## src/rtl/dmem_arbiter.sv

```systemverilog
// dmem_arbiter: round-robin two-port arbiter/sequencer in front of a
// single-ported data memory. Each granted request becomes one clean
// memRead/memWrite cycle followed by a one-cycle acknowledge.

// Per-port completion state: registered read data and error flag,
// plus the acknowledge pulse decoded from the shared sequencer.
module dmem_arb_lane (
  input  logic        clk,
  input  logic        rst,
  input  logic        load,      // this port granted (IDLE -> ACCESS)
  input  logic        access,    // ACCESS cycle owned by this port
  input  logic        done,      // DONE cycle owned by this port
  input  logic        rd,        // latched access is a read
  input  logic        in_range,  // latched address is inside the memory
  input  logic [31:0] mem_rdata,
  output logic        ack,
  output logic [31:0] rdata,
  output logic        err
);

  assign ack = done;

  // Read data is only replaced by a completed read; writes leave it alone.
  always_ff @(posedge clk or negedge rst) begin
    if (!rst)
      rdata <= '0;
    else if (access && rd)
      rdata <= in_range ? mem_rdata : 32'h0;
  end

  // Error flag clears on grant and sets when the access is suppressed.
  always_ff @(posedge clk or negedge rst) begin
    if (!rst)
      err <= 1'b0;
    else if (load)
      err <= 1'b0;
    else if (access && !in_range)
      err <= 1'b1;
  end

endmodule

module dmem_arbiter #(
  parameter int DEPTH = 64
) (
  input  logic        clk,
  input  logic        rst,
  input  logic        req0,
  input  logic        we0,
  input  logic [31:0] addr0,
  input  logic [31:0] wdata0,
  output logic        ack0,
  output logic [31:0] rdata0,
  output logic        err0,
  input  logic        req1,
  input  logic        we1,
  input  logic [31:0] addr1,
  input  logic [31:0] wdata1,
  output logic        ack1,
  output logic [31:0] rdata1,
  output logic        err1,
  output logic        mem_read,
  output logic        mem_write,
  output logic [31:0] mem_addr,
  output logic [31:0] mem_wdata,
  input  logic [31:0] mem_rdata
);

  localparam int          NUM_PORTS = 2;
  localparam logic [31:0] DEPTH_W   = 32'(DEPTH);

  typedef enum logic [1:0] {IDLE, ACCESS, DONE} state_t;

  typedef struct packed {
    logic        we;
    logic [31:0] addr;
    logic [31:0] wdata;
  } req_t;

  state_t                           state_q, state_d;
  logic                             last_q;   // port served most recently
  logic                             sel_q;    // port owning the current access
  req_t                             cur_q;    // latched winning request
  logic                             win;
  logic                             grant;
  logic                             in_range;

  logic [NUM_PORTS-1:0]             req_v;
  req_t [NUM_PORTS-1:0]             req_in;
  logic [NUM_PORTS-1:0]             ack_v;
  logic [NUM_PORTS-1:0]             err_v;
  logic [NUM_PORTS-1:0][31:0]       rdata_v;

  assign req_v     = {req1, req0};
  assign req_in[0] = {we0, addr0, wdata0};
  assign req_in[1] = {we1, addr1, wdata1};

  assign {ack1, ack0}     = ack_v;
  assign {err1, err0}     = err_v;
  assign rdata0           = rdata_v[0];
  assign rdata1           = rdata_v[1];

  // Full 32-bit unsigned compare so huge addresses never alias into range.
  assign in_range = (cur_q.addr < DEPTH_W);

  // Round-robin pick: a lone requester wins; on contention the port not
  // served last time wins.
  always_comb begin
    win = req_v[1];
    if (req_v == 2'b11)
      win = ~last_q;
  end

  assign grant = (state_q == IDLE) && (|req_v);

  // Sequencer state register.
  always_ff @(posedge clk or negedge rst) begin
    if (!rst)
      state_q <= IDLE;
    else
      state_q <= state_d;
  end

  // Winner capture and fairness history.
  always_ff @(posedge clk or negedge rst) begin
    if (!rst) begin
      sel_q  <= 1'b0;
      last_q <= 1'b1;
      cur_q  <= '0;
    end else begin
      if (grant) begin
        sel_q <= win;
        cur_q <= req_in[win];
      end
      if (state_q == DONE)
        last_q <= sel_q;
    end
  end

  // Next state and memory strobes; strobes live only in ACCESS so each
  // write is exactly one clean pulse, and reset kills them immediately.
  always_comb begin
    state_d   = state_q;
    mem_read  = 1'b0;
    mem_write = 1'b0;
    mem_addr  = '0;
    mem_wdata = '0;
    case (state_q)
      IDLE:   if (|req_v) state_d = ACCESS;
      ACCESS: begin
        state_d = DONE;
        if (in_range) begin
          mem_read  = ~cur_q.we;
          mem_write = cur_q.we;
          mem_addr  = cur_q.addr;
          mem_wdata = cur_q.wdata;
        end
      end
      DONE:   state_d = IDLE;
      default: state_d = IDLE;
    endcase
  end

  for (genvar i = 0; i < NUM_PORTS; i++) begin : g_lane
    dmem_arb_lane u_lane (
      .clk       (clk),
      .rst       (rst),
      .load      (grant && (win == 1'(i))),
      .access    ((state_q == ACCESS) && (sel_q == 1'(i))),
      .done      ((state_q == DONE) && (sel_q == 1'(i))),
      .rd        (~cur_q.we),
      .in_range  (in_range),
      .mem_rdata (mem_rdata),
      .ack       (ack_v[i]),
      .rdata     (rdata_v[i]),
      .err       (err_v[i])
    );
  end

endmodule

```

## config.mk

```make
export PLATFORM = sky130hd
export DESIGN_NAME = dmem_arbiter
export DESIGN_NICKNAME = d
export VERILOG_FILES = /design/src/rtl/dmem_arbiter.sv
export SDC_FILE = /design/constraint.sdc
export NUM_CORES = 1
export LEC_CHECK = 0
export BUFFER_PORTS_ARGS = -buffer_cell sky130_fd_sc_hd__buf_2
export CORE_MARGIN = 2
export CORE_UTILIZATION = 45
export DETAILED_ROUTE_END_ITERATION = 10
export PLACE_DENSITY = 0.76
export SYNTH_ARGS = -nofsm -noshare
export SYNTH_HDL_FRONTEND = slang
export SYNTH_SLANG_ARGS = --single-unit
```

## constraint.sdc

```tcl
create_clock -name clk -period 2 [get_ports clk]
set_input_delay 0.3 -clock clk [delete_from_list [all_inputs] [get_ports clk]]
set_output_delay 0.3 -clock clk [all_outputs]
set_load 0.03 [all_outputs]
```

==> results_tabular.tex, run 1 <==
\begin{tabular}{lr}
\hline
Metric & Value \\
\hline
\multicolumn{2}{l}{\textbf{Setup path}} \\
\quad Kind of start point of the critical path & register \\
\quad Maximum fanout count along the critical path & 14 \\
\quad Kind of critical path & reg -> out \\
\quad Type of element capturing the critical path & output pin \\
\quad Arrival time worst endpoint & 2120 ps \\
\quad Data required time at the worst endpoint & between 1500 and 2000 ps \\
\multicolumn{2}{l}{\textbf{Cells and area}} \\
\quad Share of layout cells above drive strength 1 & 0.462 \\
\quad Number of inserted filler cells in the final layout & $\sim$1.1k \\
\quad Nets & approximately 1.0k \\
\quad Number of standard cells in the final layout excluding fillers & 1,076 \\
\quad Antenna cell count & 0 \\
\quad Signed area change from the synthesized netlist to the final layout & 42.9\% \\
\quad Final core utilization & 0.651 \\
\multicolumn{2}{l}{\textbf{Timing}} \\
\quad Max Freq & between 400 and 500 MHz \\
\quad Endpoints failing setup & 40 \\
\quad Final setup margin & -424 ps \\
\quad Worst hold margin & 82.2 ps \\
\quad Sum Neg Setup Slack & -15,570 ps \\
\quad Actual slew at the worst max-slew pin & roughly 540 ps \\
\quad Shortest clock period the worst path allows after layout & approximately 2400 ps \\
\quad Total count of hold-check failures in the final report & 0 \\
\quad Worst slew margin relative to its limit & 0.640 \\
\quad Setup skew after layout & around 6.6 ps \\
\quad Unrepaired setup endpoints after global routing & true \\
\quad Final critical-path share of the clock period & 1.21 \\
\quad Number of slew-limit violations in the final report & 0 \\
\multicolumn{2}{l}{\textbf{Yosys}} \\
\quad Synth cell types & 26 \\
\quad Most used flip-flop cell after synthesis & sky130\_fd\_sc\_hd\_\_dfrtp\_1 \\
\quad Fraction of synthesis flops using an asynchronous set or reset pin & 1.00 \\
\quad Syn Inst Count & 605 \\
\quad Number of enable-type register cells in the synthesized netlist & 0 \\
\quad Yosys warning total & 0 \\
\quad Post-Syn Area per Cell & $\sim$10 um2 \\
\quad Cell Area, Synth & about 0.0062 mm2 \\
\quad Register bit total from synthesis & about 140 \\
\quad Seq/Total Area, Yosys & 0.541 \\
\multicolumn{2}{l}{\textbf{Global route}} \\
\quad Global-route wire length before repair & about 28,000 um \\
\quad Antenna violations before repair & 1 \\
\quad Congestion Overflow GR & 0 \\
\quad Maximum number of pins on one net before global-route repair & 68 \\
\quad Number of global-route vias before repair & 5,703 \\
\quad All-layer global routing usage & 0.247 \\
\multicolumn{2}{l}{\textbf{Clocking}} \\
\quad TritonCTS clock tree & yes \\
\quad Number of buffers created by CTS & 17 \\
\quad Sink Count & approximately 140 \\
\quad CTS H-tree depth & 4 \\
\quad Cell at the root of the clock tree & sky130\_fd\_sc\_hd\_\_clkbuf\_16 \\
\quad Worst skew pair latency & 410 ps \\
\quad Clock Tree Buf Depth & 2 \\
\quad Clock-pin slew on the worst setup and hold paths & 60 ps \\
\multicolumn{2}{l}{\textbf{Detailed routing}} \\
\quad Avg WL per Cell & roughly 17 um \\
\quad Number of vias per cell & approximately 5.2 \\
\quad First-pass detailed-route iteration total & 4 \\
\quad Iteration-0 DRC count of the detailed router & 219 \\
\quad DRC Markers & 0 \\
\quad ANT nets after route & 0 \\
\quad Count of vias placed by the detailed router & around 5.6k \\
\quad Total Wirelength & $\sim$18,000 um \\
\multicolumn{2}{l}{\textbf{Die}} \\
\quad Floorplan die area & roughly 0.015 mm2 \\
\quad Ports placed on the boundary & 300 \\
\quad Die Y-Extent & $\sim$120 um \\
\quad CORE AREA & about 0.014 mm2 \\
\quad Effective utilization at floorplan & 0.456 \\
\quad X dimension of the die & approximately 120 um \\
\quad Number of core rows & 43 \\
\multicolumn{2}{l}{\textbf{Placed design}} \\
\quad Total instance count after detailed placement & between 1k and 1.5k \\
\quad Number of buffers inserted by port buffering & around 270 \\
\quad Dpl hpwl & roughly 12,000 um \\
\quad Gpl congestion & about 0.83 \\
\multicolumn{2}{l}{\textbf{Run status}} \\
\quad Violations in the final reports & negative setup slack \\
\quad Status & finished, violations left \\
\multicolumn{2}{l}{\textbf{Flow run}} \\
\quad Number of violations of the max-capacitance limit & 0 \\
\multicolumn{2}{l}{\textbf{Worst hold path}} \\
\quad Path type of the worst min-delay path & in -> reg \\
\multicolumn{2}{l}{\textbf{Power}} \\
\quad Switching Share & 0.395 \\
\quad Switching power & approximately 5400 uW \\
\quad Total chip power & 13,800 uW \\
\quad Internal portion of total power & 8330 uW \\
\quad Largest voltage drop on the vdd net & roughly 0.69 mV \\
\quad Comb pwr share & 0.420 \\
\quad Power per cell area & around 1500 mW/mm2 \\
\quad Fraction of power consumed by sequential logic & 0.352 \\
\quad Power share of the clock group & 0.228 \\
\quad Leakage power total & a little under 0.005 uW \\
\hline
\end{tabular}
[flip-flops by register name, summed over array words and instances, names as in the netlist]
| name | cells |
|---|---|
| cur_q | 65 |
| state_q | 2 |
| g_lane.u_lane.rdata | 64 |
| last_q | 1 |
| g_lane.u_lane.err | 2 |
| sel_q | 1 |
[worst max-delay path, stage by stage (launching register included)]
cell and delay (ps):
sky130_fd_sc_hd__dfrtp_1 390, sky130_fd_sc_hd__nor4_2 290, sky130_fd_sc_hd__nand4_1 210, sky130_fd_sc_hd__nor3_4 260
sky130_fd_sc_hd__buf_6 150, sky130_fd_sc_hd__buf_12 130, sky130_fd_sc_hd__and2_1 140, sky130_fd_sc_hd__buf_6 130
[stage by stage]
step	setup WS (ps)	cell area, um2
5_1_grt	-540	8930
2_1_floorplan	104	6350
3_3_place_gp	-66.2	7830
3_5_place_dp	-74.3	7830
6_report	-424	8930
4_1_cts	-418	8810
[final timing paths]
kind | start | endpoint | slack, ps | depth (start not counted)
worst max-delay path | cur_q[48] | mem_wdata[23] | -420 | 7
worst min-delay path | addr0[14] | cur_q[46] | 80 | 2
worst max register to register | cur_q[48] | g_lane[1].u_lane.rdata[3] | 140 | 6
worst min register to register | g_lane[0].u_lane.rdata[11] | g_lane[0].u_lane.rdata[11] | 470 | 2
max in group asynchronous | rst | g_lane[0].u_lane.rdata[0] | 980 | 3
min in group asynchronous | rst | g_lane[1].u_lane.rdata[11] | 410 | 2
[metal layers]
layer / global-route usage / part of all wire / vias up
met5: 0 / 0.00060 / -
met4: 0.0891 / 0.017 / 2
met3: 0.0712 / 0.073 / 28
met2: 0.422 / 0.52 / 237
met1: 0.297 / 0.39 / 2716
li1: - / - / 2585
[cells in the mapped netlist (2+ instances only)]
| cell type | number | share of area |
|---|---|---|
| sky130_fd_sc_hd__o22ai_1 | 2 | 0.0020 |
| sky130_fd_sc_hd__a21o_1 | 67 | 0.080 |
| sky130_fd_sc_hd__nand2_1 | 128 | 0.077 |
| sky130_fd_sc_hd__buf_6 | 6 | 0.011 |
| sky130_fd_sc_hd__o21ai_1 | 18 | 0.014 |
| sky130_fd_sc_hd__clkbuf_1 | 23 | 0.014 |
| sky130_fd_sc_hd__a22o_1 | 65 | 0.091 |
| sky130_fd_sc_hd__o21ai_2 | 32 | 0.045 |
| sky130_fd_sc_hd__o21ai_0 | 16 | 0.013 |
| sky130_fd_sc_hd__inv_1 | 5 | 0.0030 |
| sky130_fd_sc_hd__buf_4 | 27 | 0.032 |
| sky130_fd_sc_hd__or3_1 | 2 | 0.0020 |
| sky130_fd_sc_hd__nand2b_1 | 2 | 0.0020 |
| sky130_fd_sc_hd__dfrtp_1 | 134 | 0.54 |
| sky130_fd_sc_hd__nor3_2 | 4 | 0.0064 |
| sky130_fd_sc_hd__buf_1 | 5 | 0.0030 |
| sky130_fd_sc_hd__nor2_1 | 5 | 0.0030 |
| sky130_fd_sc_hd__and2_1 | 40 | 0.040 |
| sky130_fd_sc_hd__buf_2 | 12 | 0.0096 |
| sky130_fd_sc_hd__nor4_1 | 6 | 0.0060 |
[repair_timing]
action / CTS / global route
setup endpoints to repair: 40 / 87
resized for setup: 97 / 38
pin swaps: 4 / 8
gates cloned: 1 / 2
hold buffers: 1 / 0
hold endpoints to repair: 49 / 0
buffers inserted: 4 / 2
[layout by cell type, fill, tap and decap left out, types with 2 or more instances in the layout]
cell type | synthesis | routed
sky130_fd_sc_hd__o21ai_1 | 18 | 25
sky130_fd_sc_hd__buf_4 | 27 | 21
sky130_fd_sc_hd__buf_6 | 6 | 44
sky130_fd_sc_hd__bufinv_16 | 0 | 2
sky130_fd_sc_hd__clkinv_2 | 0 | 3
sky130_fd_sc_hd__a21o_1 | 67 | 67
sky130_fd_sc_hd__clkbuf_16 | 0 | 18
sky130_fd_sc_hd__dfrtp_1 | 134 | 134
sky130_fd_sc_hd__o21ai_0 | 16 | 6
sky130_fd_sc_hd__nand2b_1 | 2 | 2
sky130_fd_sc_hd__buf_12 | 0 | 6
sky130_fd_sc_hd__nor4_2 | 0 | 3
sky130_fd_sc_hd__o21ai_2 | 32 | 34
sky130_fd_sc_hd__and2_1 | 40 | 12
sky130_fd_sc_hd__nand2_1 | 128 | 128
sky130_fd_sc_hd__nor2_1 | 5 | 4
sky130_fd_sc_hd__buf_2 | 12 | 232
sky130_fd_sc_hd__clkinv_4 | 0 | 2
sky130_fd_sc_hd__inv_1 | 5 | 5
sky130_fd_sc_hd__nor4_4 | 0 | 2
sky130_fd_sc_hd__clkbuf_8 | 0 | 4
sky130_fd_sc_hd__o22ai_1 | 2 | 2
sky130_fd_sc_hd__clkinvlp_4 | 0 | 4
sky130_fd_sc_hd__nor3_4 | 0 | 4
sky130_fd_sc_hd__conb_1 | 1 | 26
sky130_fd_sc_hd__and2_4 | 0 | 27
sky130_fd_sc_hd__or3_1 | 2 | 2
sky130_fd_sc_hd__a22o_1 | 65 | 65
[power by group through the flow]
stage	Sequential (uW)	Combinational, uW	Clock (uW)
floorplan	5690	2920	0
global placement	4770	5570	0
detailed placement	4780	5690	0
CTS	4800	5760	3200
global route	4990	6310	3310
finish	4840	5780	3140
[cell type report]
type | instances | area (um2) | share of cell area
timing repair buffer | 307 | 2010 | 0.225
clock inverter | 11 | 123 | 0.0137
multi-input combinational | 417 | 2690 | 0.302
inverter | 5 | 18.8 | 0.00210
clock buffer | 21 | 480 | 0.0538
tap | 180 | 225 | 0.0252
sequential | 135 | 3380 | 0.378
[cell families after synthesis]
| family | share of synthesized area |
|---|---|
| AO/OA/AOI/OAI | 0.247 |
| other | 0.000600 |
| flip-flops | 0.541 |
| buffers and inverters | 0.0727 |
| AND/OR/NAND/NOR | 0.139 |
Power figures use the tool's default switching activity.
==> run 2: changes to the inputs <==
--- a/config.mk
+++ b/config.mk
@@ -7,9 +7,9 @@
 export LEC_CHECK = 0
 export BUFFER_PORTS_ARGS = -buffer_cell sky130_fd_sc_hd__buf_2
 export CORE_MARGIN = 2
-export CORE_UTILIZATION = 45
+export CORE_UTILIZATION = 47
 export DETAILED_ROUTE_END_ITERATION = 10
-export PLACE_DENSITY = 0.76
+export PLACE_DENSITY = 0.79
 export SYNTH_ARGS = -nofsm -noshare
 export SYNTH_HDL_FRONTEND = slang
 export SYNTH_SLANG_ARGS = --single-unit
==> run 2 against run 1 <==
Largest cell class unchanged. Register-to-register slack worse by 90 ps. Final area shrank 1.4%. Sequential cell count did not move. Worst setup slack lost 28 ps. Clock power down 3%. The run still ends with negative setup slack left. Total power down 1.9%. Final cell count fell by 0.93%. Sequential power hardly changed. Maximum frequency down 1.1%. Global-route usage up 0.63 points.
==> results_tabular.tex, run 2 (synthesis results as in run 1) <==
\begin{tabular}{lr}
\hline
Metric & Value \\
\hline
\multicolumn{2}{l}{\textbf{Run status}} \\
\quad Violations in the final reports & negative setup slack (unchanged) \\
\quad Status & finished, violations left (unchanged) \\
\multicolumn{2}{l}{\textbf{Setup path}} \\
\quad Maximum fanout count along the critical path & 2 (was 14) \\
\quad Arrival time worst endpoint & 2150 ps (was 2120 ps) \\
\quad Path depth of the worst reg2reg path & 7 (was 6) \\
\quad Destination of the worst register-to-register timing path & g\_lane[1].u\_lane.rdata[7] (was g\_lane[1].u\_lane.rdata[3]) \\
\quad Kind of start point of the critical path & register (unchanged) \\
\quad Type of element capturing the critical path & output pin (unchanged) \\
\quad Kind of critical path & reg -> out (unchanged) \\
\quad Data required time at the worst endpoint & 1700 ps (about the same) \\
\quad Register-to-register path setup slack & 50 ps (was 140 ps) \\
\quad Startpoint of the worst-slack reg-to-reg timing path & cur\_q[45] (was cur\_q[48]) \\
\multicolumn{2}{l}{\textbf{Timing}} \\
\quad Setup skew after layout & 7.55 ps (was 6.63 ps) \\
\quad Total count of hold-check failures in the final report & 0 (unchanged) \\
\quad Max Freq & 408 MHz (was 413 MHz) \\
\quad Shortest clock period the worst path allows after layout & 2450 ps (was 2420 ps) \\
\quad Final critical-path share of the clock period & 1.23 (was 1.21) \\
\quad Unrepaired setup endpoints after global routing & true (unchanged) \\
\quad Number of slew-limit violations in the final report & 0 (unchanged) \\
\quad Final setup margin & -451 ps (was -424 ps) \\
\quad Endpoints failing setup & 40 (unchanged) \\
\multicolumn{2}{l}{\textbf{Placed design}} \\
\quad Number of buffers inserted by port buffering & 273 (unchanged) \\
\quad Dpl hpwl & 12,000 um (was 12,200 um) \\
\quad Gpl congestion & 0.827 (was 0.831) \\
\quad Total cell area at the placement stage & 0.00778 mm2 (was 0.00783 mm2) \\
\quad Total instance count after detailed placement & 1,025 (was 1,035) \\
\multicolumn{2}{l}{\textbf{Detailed routing}} \\
\quad Iteration-0 DRC count of the detailed router & 262 (was 219) \\
\quad First-pass detailed-route iteration total & 4 (unchanged) \\
\quad Avg WL per Cell & 16.8 um (was 17.0 um) \\
\quad Total Wirelength & 17,900 um (was 18,300 um) \\
\quad DRC Markers & 0 (unchanged) \\
\quad Number of vias per cell & 5.19 (was 5.17) \\
\quad ANT nets after route & 0 (unchanged) \\
\quad Count of vias placed by the detailed router & 5,532 (was 5,568) \\
\multicolumn{2}{l}{\textbf{Cells and area}} \\
\quad Post-route standard cell area excluding fillers & 0.00880 mm2 (was 0.00893 mm2) \\
\quad Signed area change from the synthesized netlist to the final layout & 40.9\% (was 42.9\%) \\
\quad Biggest registers after layout & cur\_q: 65 flops, g\_lane.u\_lane.rdata: 64 flops (unchanged) \\
\quad Largest Register & cur\_q (unchanged) \\
\quad Final core utilization & 0.670 (was 0.651) \\
\quad Most common cell after layout, fill and taps aside & sky130\_fd\_sc\_hd\_\_buf\_2 (unchanged) \\
\quad Share of layout cells above drive strength 1 & 0.452 (was 0.462) \\
\quad Nets & 1,042 (was 1,049) \\
\quad Most frequent cells in the layout & 232 x sky130\_fd\_sc\_hd\_\_buf\_2, 134 x sky130\_fd\_sc\_hd\_\_dfrtp\_1, 128 x sky130\_fd\_sc\_hd\_\_nand2\_1, 67 x sky130\_fd\_sc\_hd\_\_a21o\_1, 65 x sky130\_fd\_sc\_hd\_\_a22o\_1 (unchanged) \\
\quad Number of flip-flops under the largest register name & 65 (unchanged) \\
\quad Number of inserted filler cells in the final layout & 1,047 (was 1,149) \\
\quad Number of standard cells in the final layout excluding fillers & 1,066 (was 1,076) \\
\multicolumn{2}{l}{\textbf{Clocking}} \\
\quad Sink Count & 135 (unchanged) \\
\quad Number of buffers created by CTS & 17 (unchanged) \\
\quad CTS H-tree depth & 4 (unchanged) \\
\quad Worst skew pair latency & 410 ps (about the same) \\
\quad Clock Tree Buf Depth & 2 (unchanged) \\
\quad Cell at the root of the clock tree & sky130\_fd\_sc\_hd\_\_clkbuf\_16 (unchanged) \\
\quad Clock-pin slew on the worst setup and hold paths & 60 ps (about the same) \\
\quad TritonCTS clock tree & yes (unchanged) \\
\multicolumn{2}{l}{\textbf{Power}} \\
\quad Power per cell area & 1530 mW/mm2 (was 1540 mW/mm2) \\
\quad Leakage power total & 0.00473 uW (was 0.00480 uW) \\
\quad Largest voltage drop on the vdd net & 0.743 mV (was 0.686 mV) \\
\multicolumn{2}{l}{\textbf{Global route}} \\
\quad Antenna violations before repair & 1 (unchanged) \\
\quad Global-route wire length before repair & 28,200 um (was 28,400 um) \\
\quad Met3 track utilization from global routing & 0.0637 (was 0.0712) \\
\quad Global Route met1 Usage & 0.313 (was 0.297) \\
\quad Maximum number of pins on one net before global-route repair & 65 (was 68) \\
\quad Congestion Overflow GR & 0 (unchanged) \\
\quad Global-route layer with the greatest usage & met2 (unchanged) \\
\quad Met2 GRT Util & 0.422 (about the same) \\
\quad All-layer global routing usage & 0.253 (was 0.247) \\
\quad Number of global-route vias before repair & 5,568 (was 5,703) \\
\multicolumn{2}{l}{\textbf{Worst hold path}} \\
\quad Hold path endpoint & cur\_q[8] (was cur\_q[46]) \\
\quad Path type of the worst min-delay path & in -> reg (unchanged) \\
\quad Min-Delay Startpoint & wdata0[8] (was addr0[14]) \\
\quad Min-Delay Path Depth & 2 (unchanged) \\
\multicolumn{2}{l}{\textbf{Flow run}} \\
\quad Number of violations of the max-capacitance limit & 0 (unchanged) \\
\multicolumn{2}{l}{\textbf{Die}} \\
\quad Die Y-Extent & 119 um (was 122 um) \\
\quad CORE AREA & 0.0131 mm2 (was 0.0137 mm2) \\
\quad X dimension of the die & 119 um (was 122 um) \\
\quad Number of core rows & 42 (was 43) \\
\quad Ports placed on the boundary & 300 (unchanged) \\
\quad Floorplan die area & 0.0142 mm2 (was 0.0148 mm2) \\
\quad Effective utilization at floorplan & 0.476 (was 0.456) \\
\hline
\end{tabular}
-- run 2: cell types whose count changed in the layout (fill, tap and decap cells not counted), moves of 3 or more --
| cell | change |
|---|---|
| sky130_fd_sc_hd__and2_4 | -4 |
| sky130_fd_sc_hd__and2_1 | +4 |
| sky130_fd_sc_hd__o21ai_0 | +3 |
| sky130_fd_sc_hd__buf_4 | -7 |
-- run 2: per-stage QoR --
| step | hold WS, ps | power [uW] | setup TNS, ps | worst slack [ps] |
|---|---|---|---|---|
| floorplan | 4.41 | 8610 | 0 | 104 |
| global placement | 264 | 10200 | -1200 | -63.9 |
| detailed placement | 272 | 10300 | -1410 | -65.9 |
| CTS | 68.5 | 13500 | -14930 | -385 |
| global route | 68.7 | 14300 | -20230 | -539 |
| finish | 82.4 | 13500 | -15020 | -451 |
-- run 2: repair_timing --
item	4_1_cts	5_1_grt
pin swaps	5	6
setup buffers	5	2
endpoints found under the hold margin	42	0
hold buffers	1	0
gates resized for setup	104	21
endpoints found under the setup margin	40	41
cloned	1	0
-- run 2: layer usage --
layer / vias to the layer above / wire length [um]
li1: 2577 / -
met1: 2664 / 7220
met2: 253 / 8890
met3: 38 / 1260
met4: 0 / 486
met5: - / 0
-- run 2: how the worst max path moves through the flow --
stage | start | depth (start not counted) | end
4_1_cts | cur_q[38] | 7 | mem_wdata[19]
5_1_grt | cur_q[62] | 8 | mem_wdata[10]
3_5_place_dp | cur_q[51] | 6 | mem_write
6_report | cur_q[45] | 7 | mem_read
3_3_place_gp | cur_q[50] | 6 | mem_write
2_1_floorplan | cur_q[50] | 6 | mem_read
-- run 2: cell type report --
type                            instances  area, um2  area share
Antenna cell                            1       2.50    0.000284
Clock buffer                           19        453      0.0514
Clock inverter                         13        130      0.0148
Inverter                                5       18.8     0.00213
Multi-Input combinational cell        417       2670       0.303
Sequential cell                       135       3380       0.384
Tap cell                              176        220      0.0250
Timing Repair Buffer                  300       1930       0.220
-- run 2: critical path: stages (launching register included) --
cell and delay (ps):
sky130_fd_sc_hd__dfrtp_1 390, sky130_fd_sc_hd__nor4_2 320, sky130_fd_sc_hd__nand3_2 180, sky130_fd_sc_hd__buf_6 150, sky130_fd_sc_hd__buf_6 100, sky130_fd_sc_hd__or2_4 270, sky130_fd_sc_hd__nor3_4 160, sky130_fd_sc_hd__buf_6 160
-- run 2: report_power, final --
part / internal, uW / switching [uW]
sequential: 4010 / 842
clock: 1890 / 1170
combinational: 2280 / 3330
